$ cat config.mk
export PLATFORM = sky130hd
export DESIGN_NAME = sad_min_tracker_flat
export DESIGN_NICKNAME = d
export VERILOG_FILES = /design/src/rtl/fsbm_pkg.sv /design/src/rtl/sad_min_tracker_if.sv /design/src/rtl/mv_raster_counter.sv /design/src/rtl/sad_min_tracker.sv /design/src/flat_wrapper.sv
export SDC_FILE = /design/constraint.sdc
export NUM_CORES = 1
export LEC_CHECK = 0
export CAP_MARGIN = 25
export CORE_ASPECT_RATIO = 1.4
export CORE_UTILIZATION = 50
export CTS_BUF_LIST = sky130_fd_sc_hd__clkbuf_4
export DETAILED_ROUTE_END_ITERATION = 10
export GPL_ROUTABILITY_DRIVEN = 0
export HOLD_SLACK_MARGIN = 0.1
export PLACE_DENSITY = 0.79
export SLEW_MARGIN = 20
export SYNTH_ARGS = -nofsm -noshare
export SYNTH_HDL_FRONTEND = slang
export SYNTH_SLANG_ARGS = --single-unit
$ cat constraint.sdc
create_clock -name clk -period 2 [get_ports clk]
set_clock_uncertainty 0.15 [all_clocks]
set_input_delay 0.4 -clock clk [delete_from_list [all_inputs] [get_ports clk]]
set_output_delay 0.4 -clock clk [all_outputs]
set_load 0.1 [all_outputs]
$ cat src/rtl/fsbm_pkg.sv
// Shared parameters and state encoding for the full-search block-matching minimum tracker.
package fsbm_pkg;

    localparam int DEF_SAD_W = 12;
    localparam int DEF_RANGE = 4;
    localparam int DEF_MV_W  = $clog2(DEF_RANGE + 1) + 1;
    localparam int NUM_POS   = (2 * DEF_RANGE + 1) * (2 * DEF_RANGE + 1);

    typedef enum logic [1:0] {
        IDLE   = 2'd0,
        SEARCH = 2'd1,
        REPORT = 2'd2
    } state_t;

endpackage

$ cat src/rtl/sad_min_tracker_if.sv
// Candidate SAD stream in, best-match result out.
interface sad_min_tracker_if
    import fsbm_pkg::*;
#(
    parameter int SAD_W = DEF_SAD_W,
    parameter int MV_W  = DEF_MV_W
);

    logic                    start;
    logic                    sad_valid;
    logic [SAD_W-1:0]        sad;
    logic                    busy;
    logic                    done;
    logic [SAD_W-1:0]        best_sad;
    logic signed [MV_W-1:0]  best_mv_x;
    logic signed [MV_W-1:0]  best_mv_y;
    logic [6:0]              pos_cnt;

    modport master (
        output start, sad_valid, sad,
        input  busy, done, best_sad, best_mv_x, best_mv_y, pos_cnt
    );

    modport slave (
        input  start, sad_valid, sad,
        output busy, done, best_sad, best_mv_x, best_mv_y, pos_cnt
    );

endinterface

$ cat src/rtl/mv_raster_counter.sv
// Signed raster walk over [-RNG, +RNG]^2, x inner and y outer; last flags the final position.
module mv_raster_counter
    import fsbm_pkg::*;
#(
    parameter int RNG = DEF_RANGE,
    parameter int W   = DEF_MV_W
) (
    input  logic                clk,
    input  logic                rst_n,
    input  logic                clear,
    input  logic                advance,
    output logic signed [W-1:0] cur_x,
    output logic signed [W-1:0] cur_y,
    output logic                last
);

    localparam logic signed [W-1:0] MV_MAX = W'(RNG);
    localparam logic signed [W-1:0] MV_MIN = W'(-RNG);
    localparam logic signed [W-1:0] MV_ONE = W'(1);

    assign last = (cur_x == MV_MAX) && (cur_y == MV_MAX);

    // Advancing past the final position folds back to the start so y never leaves the window.
    always_ff @(posedge clk or negedge rst_n) begin
        if (!rst_n) begin
            cur_x <= MV_MIN;
            cur_y <= MV_MIN;
        end else if (clear) begin
            cur_x <= MV_MIN;
            cur_y <= MV_MIN;
        end else if (advance) begin
            if (cur_x == MV_MAX) begin
                cur_x <= MV_MIN;
                cur_y <= last ? MV_MIN : cur_y + MV_ONE;
            end else begin
                cur_x <= cur_x + MV_ONE;
            end
        end
    end

endmodule

$ cat src/rtl/sad_min_tracker.sv
// Tracks the minimum SAD over a full-search window and reports its motion vector.
// state  | meaning
// IDLE   | waiting for start, results of last search held
// SEARCH | accepting one SAD per sad_valid cycle in raster order
// REPORT | single-cycle done pulse, results valid
module sad_min_tracker
    import fsbm_pkg::*;
#(
    parameter int SAD_W = DEF_SAD_W,
    parameter int RANGE = DEF_RANGE,
    parameter int MV_W  = DEF_MV_W
) (
    input  logic             clk,
    input  logic             rst_n,
    sad_min_tracker_if.slave bus
);

    state_t                 state;
    logic                   first;
    logic                   busy_q;
    logic                   done_q;
    logic [SAD_W-1:0]       best_sad_q;
    logic signed [MV_W-1:0] best_mv_x_q;
    logic signed [MV_W-1:0] best_mv_y_q;
    logic [6:0]             pos_cnt_q;

    logic                   clear;
    logic                   advance;
    logic                   last;
    logic signed [MV_W-1:0] cur_x;
    logic signed [MV_W-1:0] cur_y;

    assign clear   = (state == IDLE) && bus.start;
    assign advance = (state == SEARCH) && bus.sad_valid;

    mv_raster_counter #(
        .RNG (RANGE),
        .W   (MV_W)
    ) u_raster (
        .clk     (clk),
        .rst_n   (rst_n),
        .clear   (clear),
        .advance (advance),
        .cur_x   (cur_x),
        .cur_y   (cur_y),
        .last    (last)
    );

    always_ff @(posedge clk or negedge rst_n) begin
        if (!rst_n) begin
            state       <= IDLE;
            first       <= 1'b0;
            busy_q      <= 1'b0;
            done_q      <= 1'b0;
            best_sad_q  <= '1;
            best_mv_x_q <= '0;
            best_mv_y_q <= '0;
            pos_cnt_q   <= '0;
        end else begin
            case (state)
                IDLE: begin
                    done_q <= 1'b0;
                    if (bus.start) begin
                        state     <= SEARCH;
                        busy_q    <= 1'b1;
                        first     <= 1'b1;
                        pos_cnt_q <= '0;
                    end
                end
                SEARCH: begin
                    if (bus.sad_valid) begin
                        // Strict compare keeps the earliest raster position on ties.
                        if (first || (bus.sad < best_sad_q)) begin
                            best_sad_q  <= bus.sad;
                            best_mv_x_q <= cur_x;
                            best_mv_y_q <= cur_y;
                        end
                        first     <= 1'b0;
                        pos_cnt_q <= pos_cnt_q + 7'd1;
                        if (last) begin
                            state  <= REPORT;
                            done_q <= 1'b1;
                        end
                    end
                end
                REPORT: begin
                    state  <= IDLE;
                    done_q <= 1'b0;
                    busy_q <= 1'b0;
                end
                default: begin
                    state  <= IDLE;
                    done_q <= 1'b0;
                    busy_q <= 1'b0;
                end
            endcase
        end
    end

    assign bus.busy      = busy_q;
    assign bus.done      = done_q;
    assign bus.best_sad  = best_sad_q;
    assign bus.best_mv_x = best_mv_x_q;
    assign bus.best_mv_y = best_mv_y_q;
    assign bus.pos_cnt   = pos_cnt_q;

endmodule

$ cat src/flat_wrapper.sv
// flat-port wrapper written by rule: the top's interface ports become plain ports
module sad_min_tracker_flat import fsbm_pkg::*;
#(
    parameter int SAD_W = DEF_SAD_W,
    parameter int RANGE = DEF_RANGE,
    parameter int MV_W  = DEF_MV_W
)
  (clk, rst_n, bus_start, bus_sad_valid, bus_sad, bus_busy, bus_done, bus_best_sad, bus_best_mv_x, bus_best_mv_y, bus_pos_cnt);
  sad_min_tracker_if #(.SAD_W(SAD_W), .MV_W(MV_W)) bus_i ();
  input  logic clk;
  input  logic rst_n;
  input wire logic [$bits(bus_i.start)-1:0] bus_start;
  input wire logic [$bits(bus_i.sad_valid)-1:0] bus_sad_valid;
  input wire logic [$bits(bus_i.sad)-1:0] bus_sad;
  output wire logic [$bits(bus_i.busy)-1:0] bus_busy;
  output wire logic [$bits(bus_i.done)-1:0] bus_done;
  output wire logic [$bits(bus_i.best_sad)-1:0] bus_best_sad;
  output wire logic [$bits(bus_i.best_mv_x)-1:0] bus_best_mv_x;
  output wire logic [$bits(bus_i.best_mv_y)-1:0] bus_best_mv_y;
  output wire logic [$bits(bus_i.pos_cnt)-1:0] bus_pos_cnt;
  assign bus_i.start = bus_start;
  assign bus_i.sad_valid = bus_sad_valid;
  assign bus_i.sad = bus_sad;
  assign bus_busy = bus_i.busy;
  assign bus_done = bus_i.done;
  assign bus_best_sad = bus_i.best_sad;
  assign bus_best_mv_x = bus_i.best_mv_x;
  assign bus_best_mv_y = bus_i.best_mv_y;
  assign bus_pos_cnt = bus_i.pos_cnt;
  sad_min_tracker #(.SAD_W(SAD_W), .RANGE(RANGE), .MV_W(MV_W)) u_core (.clk(clk), .rst_n(rst_n), .bus(bus_i));
endmodule
# After elaboration in Yosys (flattened, before gate mapping)
# Index checks and enable logic that the tools add are counted.
# word_totals
out_inout_bits,29
reg_bits,40
input_bits,16
wordCells,56
# op_classes
reduce_logical,14
magnitude_cmp,1
n_mux,21
n_bitwise,1
addsub,3
n_eq_ne,6
# op_table
cell,n
4-bit 2-to-1 mux,7
7-bit 2-to-1 mux,2
7-bit one-hot mux with 2 select lines,1
12-bit less-than comparator,1
3-bit AND reduction,3
4-bit by 2-bit adder with 4-bit output (second input constant),2
4-bit equality test (second input constant),2
7-bit by 1-bit adder with 7-bit output (second input constant),1
2-bit 2-to-1 mux,3
2-bit != test (second input constant),3
2-bit AND reduction,3
2-bit nonzero test,3
1-bit 2-to-1 mux,5
1-bit one-hot mux with 2 select lines,2
2-bit one-hot mux with 2 select lines,1
1-bit logical AND,3
2-bit by 1-bit equality test with 1-bit output (second input constant),1
2-bit zero test,1
1-bit logical OR,1
1-bit inverter,1

# Longest topological paths before layout
# depth
ltp_word,6
mapped_depth,8
ltp_nobuf,7

# By module
# Synthesis repeated with hierarchy kept, for this count alone.
# hier_totals
cells_unflattened,284
area_unflattened_um2,2743.9
# by_module_without_submodules
mod,seq_area_each_um2,cells_per_inst,area_per_inst_um2,n_inst
sad_min_tracker,815.8,232,2215.9,1
mv_raster_counter,205.2,52,528.0,1

# Least setup slack after synthesis
# OpenSTA, ideal clock, no wires.
# synth_timing
kind,register -> register
startpoint,"register u_core.best_sad_q[9], in the netlist u_core.bus.best_sad[9]"
endpoint,"register u_core.best_mv_x_q[0], in the netlist u_core.bus.best_mv_x[0]"
t_required_ns,1.746
arrival_time_ns,2.432
path_stages_with_launch,9
setup_slack_ns,-0.685
path_cell_list,dfstp_2 inv_1 ha_1 a21o_1 a21o_1 a2111oi_4 buf_4 nand4b_1 o311ai_1
# synth_between
elab_chain_cells,3
# synth_lines
item,line_no,source
from (decl),sad_min_tracker.sv:22,logic [SAD_W-1:0] best_sad_q;
from (signal assigned),sad_min_tracker.sv:74,best_sad_q <= bus.sad;
12-bit less-than comparator,sad_min_tracker.sv:73,if (first || (bus.sad < best_sad_q)) begin
1-bit logical OR,sad_min_tracker.sv:73,
3-bit AND reduction (no line),n/a,
to (signal assigned),sad_min_tracker.sv:75,best_mv_x_q <= cur_x;
to (decl),sad_min_tracker.sv:23,logic signed [MV_W-1:0] best_mv_x_q;
# Every way passes these cells.
# A chain may end at the register's enable or synchronous reset.

# Final worst setup path
# layout_timing
startpoint,"register u_core.best_sad_q[9], in the netlist u_core.bus.best_sad[9]"
endpoint,"register u_core.best_sad_q[7], in the netlist u_core.bus.best_sad[7]"
# layout_between
elab_chain_cells,3
# layout_lines
item,line_no
12-bit less-than comparator,sad_min_tracker.sv:73
1-bit logical OR,sad_min_tracker.sv:73
3-bit AND reduction (no line),n/a
# Every way passes these cells.

==> key figures <==
Logic synthesis
  – Number of synthesized register bits: 40
  – Number of synthesized flops with an enable pin: 0
  – Ys async rst share: 1.000
  – Cell area after synthesis: 2644 sq um
  – Largest family of logic cells by synthesized area: simple AND/OR/NAND/NOR gates
  – Post-synthesis sequential area ratio: 0.3862
  – Adder-cell area share of the yosys netlist: 0.07572
  – Simple-gate share of the synthesized area: 0.2328
  – YS warnings: 0
  – Top post-synthesis cells by count: nor2_1 (32), inv_1 (27), dfrtp_1 (24)
  – Synth Flop Type: dfrtp_1
  – Post-synth net total: 316
  – Mux cell area share after synthesis: 0.003786
  – Synth area leaders: dfrtp_1 (23%), dfstp_2 (16%), ha_1 (7.6%)
  – Yosys cell types: 33
  – Complex-gate fraction of the synthesized area: 0.2097
  – Area share of the leading cell type in the synthesized netlist: 0.2272
  – Xor-xnor portion of the synthesized cell area: 0.01656
  – Cells after synthesis: 284
  – Cell with the most instances after synthesis: nor2_1
  – Syn Area/Cell: approximately 9.3 sq um
  – Area leader, netlist: dfrtp_1

Layout
  – Fin util: 0.8672
  – Ant. Diodes: 0
  – Fin cells: approximately 450
  – Fraction of layout cells with a size suffix above 1: 0.4188
  – Synth-to-Final Area Change: 62.52%
  – Fin area: between 4000 and 5000 sq um
  – Final #Nets: just over 400

Placement
  – Placed Area: 3900 sq um
  – DP Wirelength: slightly below 5000 microns
  – I/O Buffers: 44
  – Placed insts: 423
  – Worst Setup Slack post-DPL: -0.6021 ns

STA
  – Fmax: between 300 and 400 MHz
  – Post-layout min period: between 2 and 3 ns
  – RSZ-0062 raised after global routing: true
  – Hold Fails Final Rpt: 0
  – Final setup violation count: 20
  – Final Worst Setup Slack: -0.5413 ns
  – Worst slew pin tran: 0.4495 ns
  – Slew margin rel.: 0.7003
  – Period utilisation layout: 1.271
  – Slew Limit Fails: 0

Floorplan
  – Die X: 63.46 microns
  – Die span in y: ~88 microns
  – Row cnt: 30
  – Initial Utilization: 0.5336
  – Ports: 45
  – Core footprint: approximately 5000 sq um
  – Die area: roughly 5600 sq um

Critical path
  – CP Max Fanout: 6
  – Critical Path Max Stage Delay: between 0.6 and 0.7 ns
  – Most frequent CP cell: a21o_1
  – Critical Path End Type: flip-flop
  – CP Data Arrival Time: roughly 2.7 ns
  – Buf/Inv on CP: 3
  – Crit path kind: reg2reg
  – Crit path required time: 2.12 ns
  – Slowest-stage cell, CP: dfstp_4
  – Crit. Startpoint: u_core.bus.best_sad[9]
  – Startpoint Class: flip-flop
  – CP delay by family, top: compound AO/OA/AOI/OAI gates
  – Reg2reg start: u_core.bus.best_sad[9]
  – Cell Chain, Critical Path: inv_4, ha_4, a21o_1, a21o_1, a2111oi_4, buf_4, buf_8, nand4b_1, o311ai_2

Global routing
  – Initial antenna violation count: 0
  – Global-route wire length before repair: roughly 12000 microns
  – Total track usage: 0.2733
  – Grt ovf: 0
  – Largest net degree at the start of global routing: 49
  – Vias in the first global route: between 2000 and 3000

Detailed routing
  – DRC viols: 0
  – DRT iter0 DRCs: about 260
  – Routed len/inst: around 21 microns
  – Drt pass-1 iters: 5
  – Post-Route WL: 9453 microns
  – ANT nets after route: 0
  – DR vias: between 2000 and 3000
  – Via density: 6.504

Clock tree
  – Clk_lat worst skew: between 0.3 and 0.4 ns
  – Clock slew seen by the registers of the worst setup and hold paths: approximately 0.15 ns
  – Clk sinks: 40
  – CTS root buffer: clkbuf_4
  – CTS tree: done
  – CTS buffer count: 5
  – CTS max path bufs: 2
  – H-tree depth: 2

Flow run
  – Max-cap viol count: 0

Run status
  – Outcome: finished with violations
  – Failing checks: setup timing

Worst hold path
  – Hold Crit Class: in2async
worst paths after layout:
check / end / slack [ns] / depth (start not counted)
max in group asynchronous: u_core.u_raster.cur_y[3] / 0.76 / 3
worst min register to register: u_core.u_raster.cur_y[2] / 0.39 / 2
worst max-delay path: u_core.bus.best_sad[7] / -0.54 / 9
worst max register to register: u_core.bus.best_sad[7] / -0.54 / 9
min in group clk: u_core.u_raster.cur_y[2] / 0.39 / 2
worst min-delay path: u_core.bus.pos_cnt[5] / 0.37 / 2
flip-flops by register name, indices dropped and copies added, names as in the netlist:
signal                 cells
u_core.bus.best_mv_x       4
u_core.bus.best_mv_y       4
u_core.bus.best_sad       12
u_core.bus.busy            1
u_core.bus.done            1
u_core.bus.pos_cnt         7
u_core.first               1
u_core.state               2
u_core.u_raster.cur_x      4
u_core.u_raster.cur_y      4
cells by family (layout without fill, tap and decap cells):
group / Yosys count / after routing
AOI/OAI and AO/OA: 66 / 66
xor gates and xnor gates: 5 / 5
adders and majority gates: 16 / 16
buffers and inverters: 49 / 147
DFF: 40 / 40
muxes: 1 / 1
and+or+nand+nor: 107 / 107
cells in the final DEF, fill, tap and decap left out, types with 9 or more instances in the layout:
cell type         n
buf_4            52
buf_12           33
nor2_1           31
dfrtp_1          22
inv_1            21
nand4b_1         21
and3_1           21
nand2_1          17
o311ai_1         15
clkdlybuf4s50_1  14
a221oi_1         11
dfstp_4          10
a221oi_2          9
ha_1              9
per-stage QoR:
| step | hold WS [ns] | setup TNS, ns |
|---|---|---|
| floorplan | -0.04559 | -7.768 |
| global placement | 0.2174 | -10.21 |
| finish | 0.3725 | -9.614 |
| detailed placement | 0.2168 | -11.64 |
| global route | 0.3996 | -10.03 |
| CTS | 0.3674 | -7.298 |
final cells by class:
cell class,count,area (sq um)
multi-input combinational,195,1620
timing repair buffer,112,1345
clock buffer,5,37.54
clock inverter,3,41.29
tap,64,80.08
inverter,27,111.4
fill,238,658.1
sequential,40,1061
per-layer routing:
metal,GRT usage,wire (microns),part of all wire,vias to the layer above
li1,-,-,-,1266
met1,0.3122,3555,0.38,1437
met2,0.5097,5075,0.54,160
met3,0.03255,447,0.047,38
met4,0.1157,374,0.040,0
met5,0,0,0,-
what timing repair did:
action / in CTS / in global routing
resized for setup: 10 / 24
endpoints found under the setup margin: 20 / 20
gates cloned: 1 / 3
setup buffers: 3 / 8
hold endpoints to repair: 14 / 0
pin swaps: 0 / 9
hold buffers: 1 / 0
Power is not shown: default switching activity piles up to over one toggle a cycle in this logic, so the estimate is an artifact.
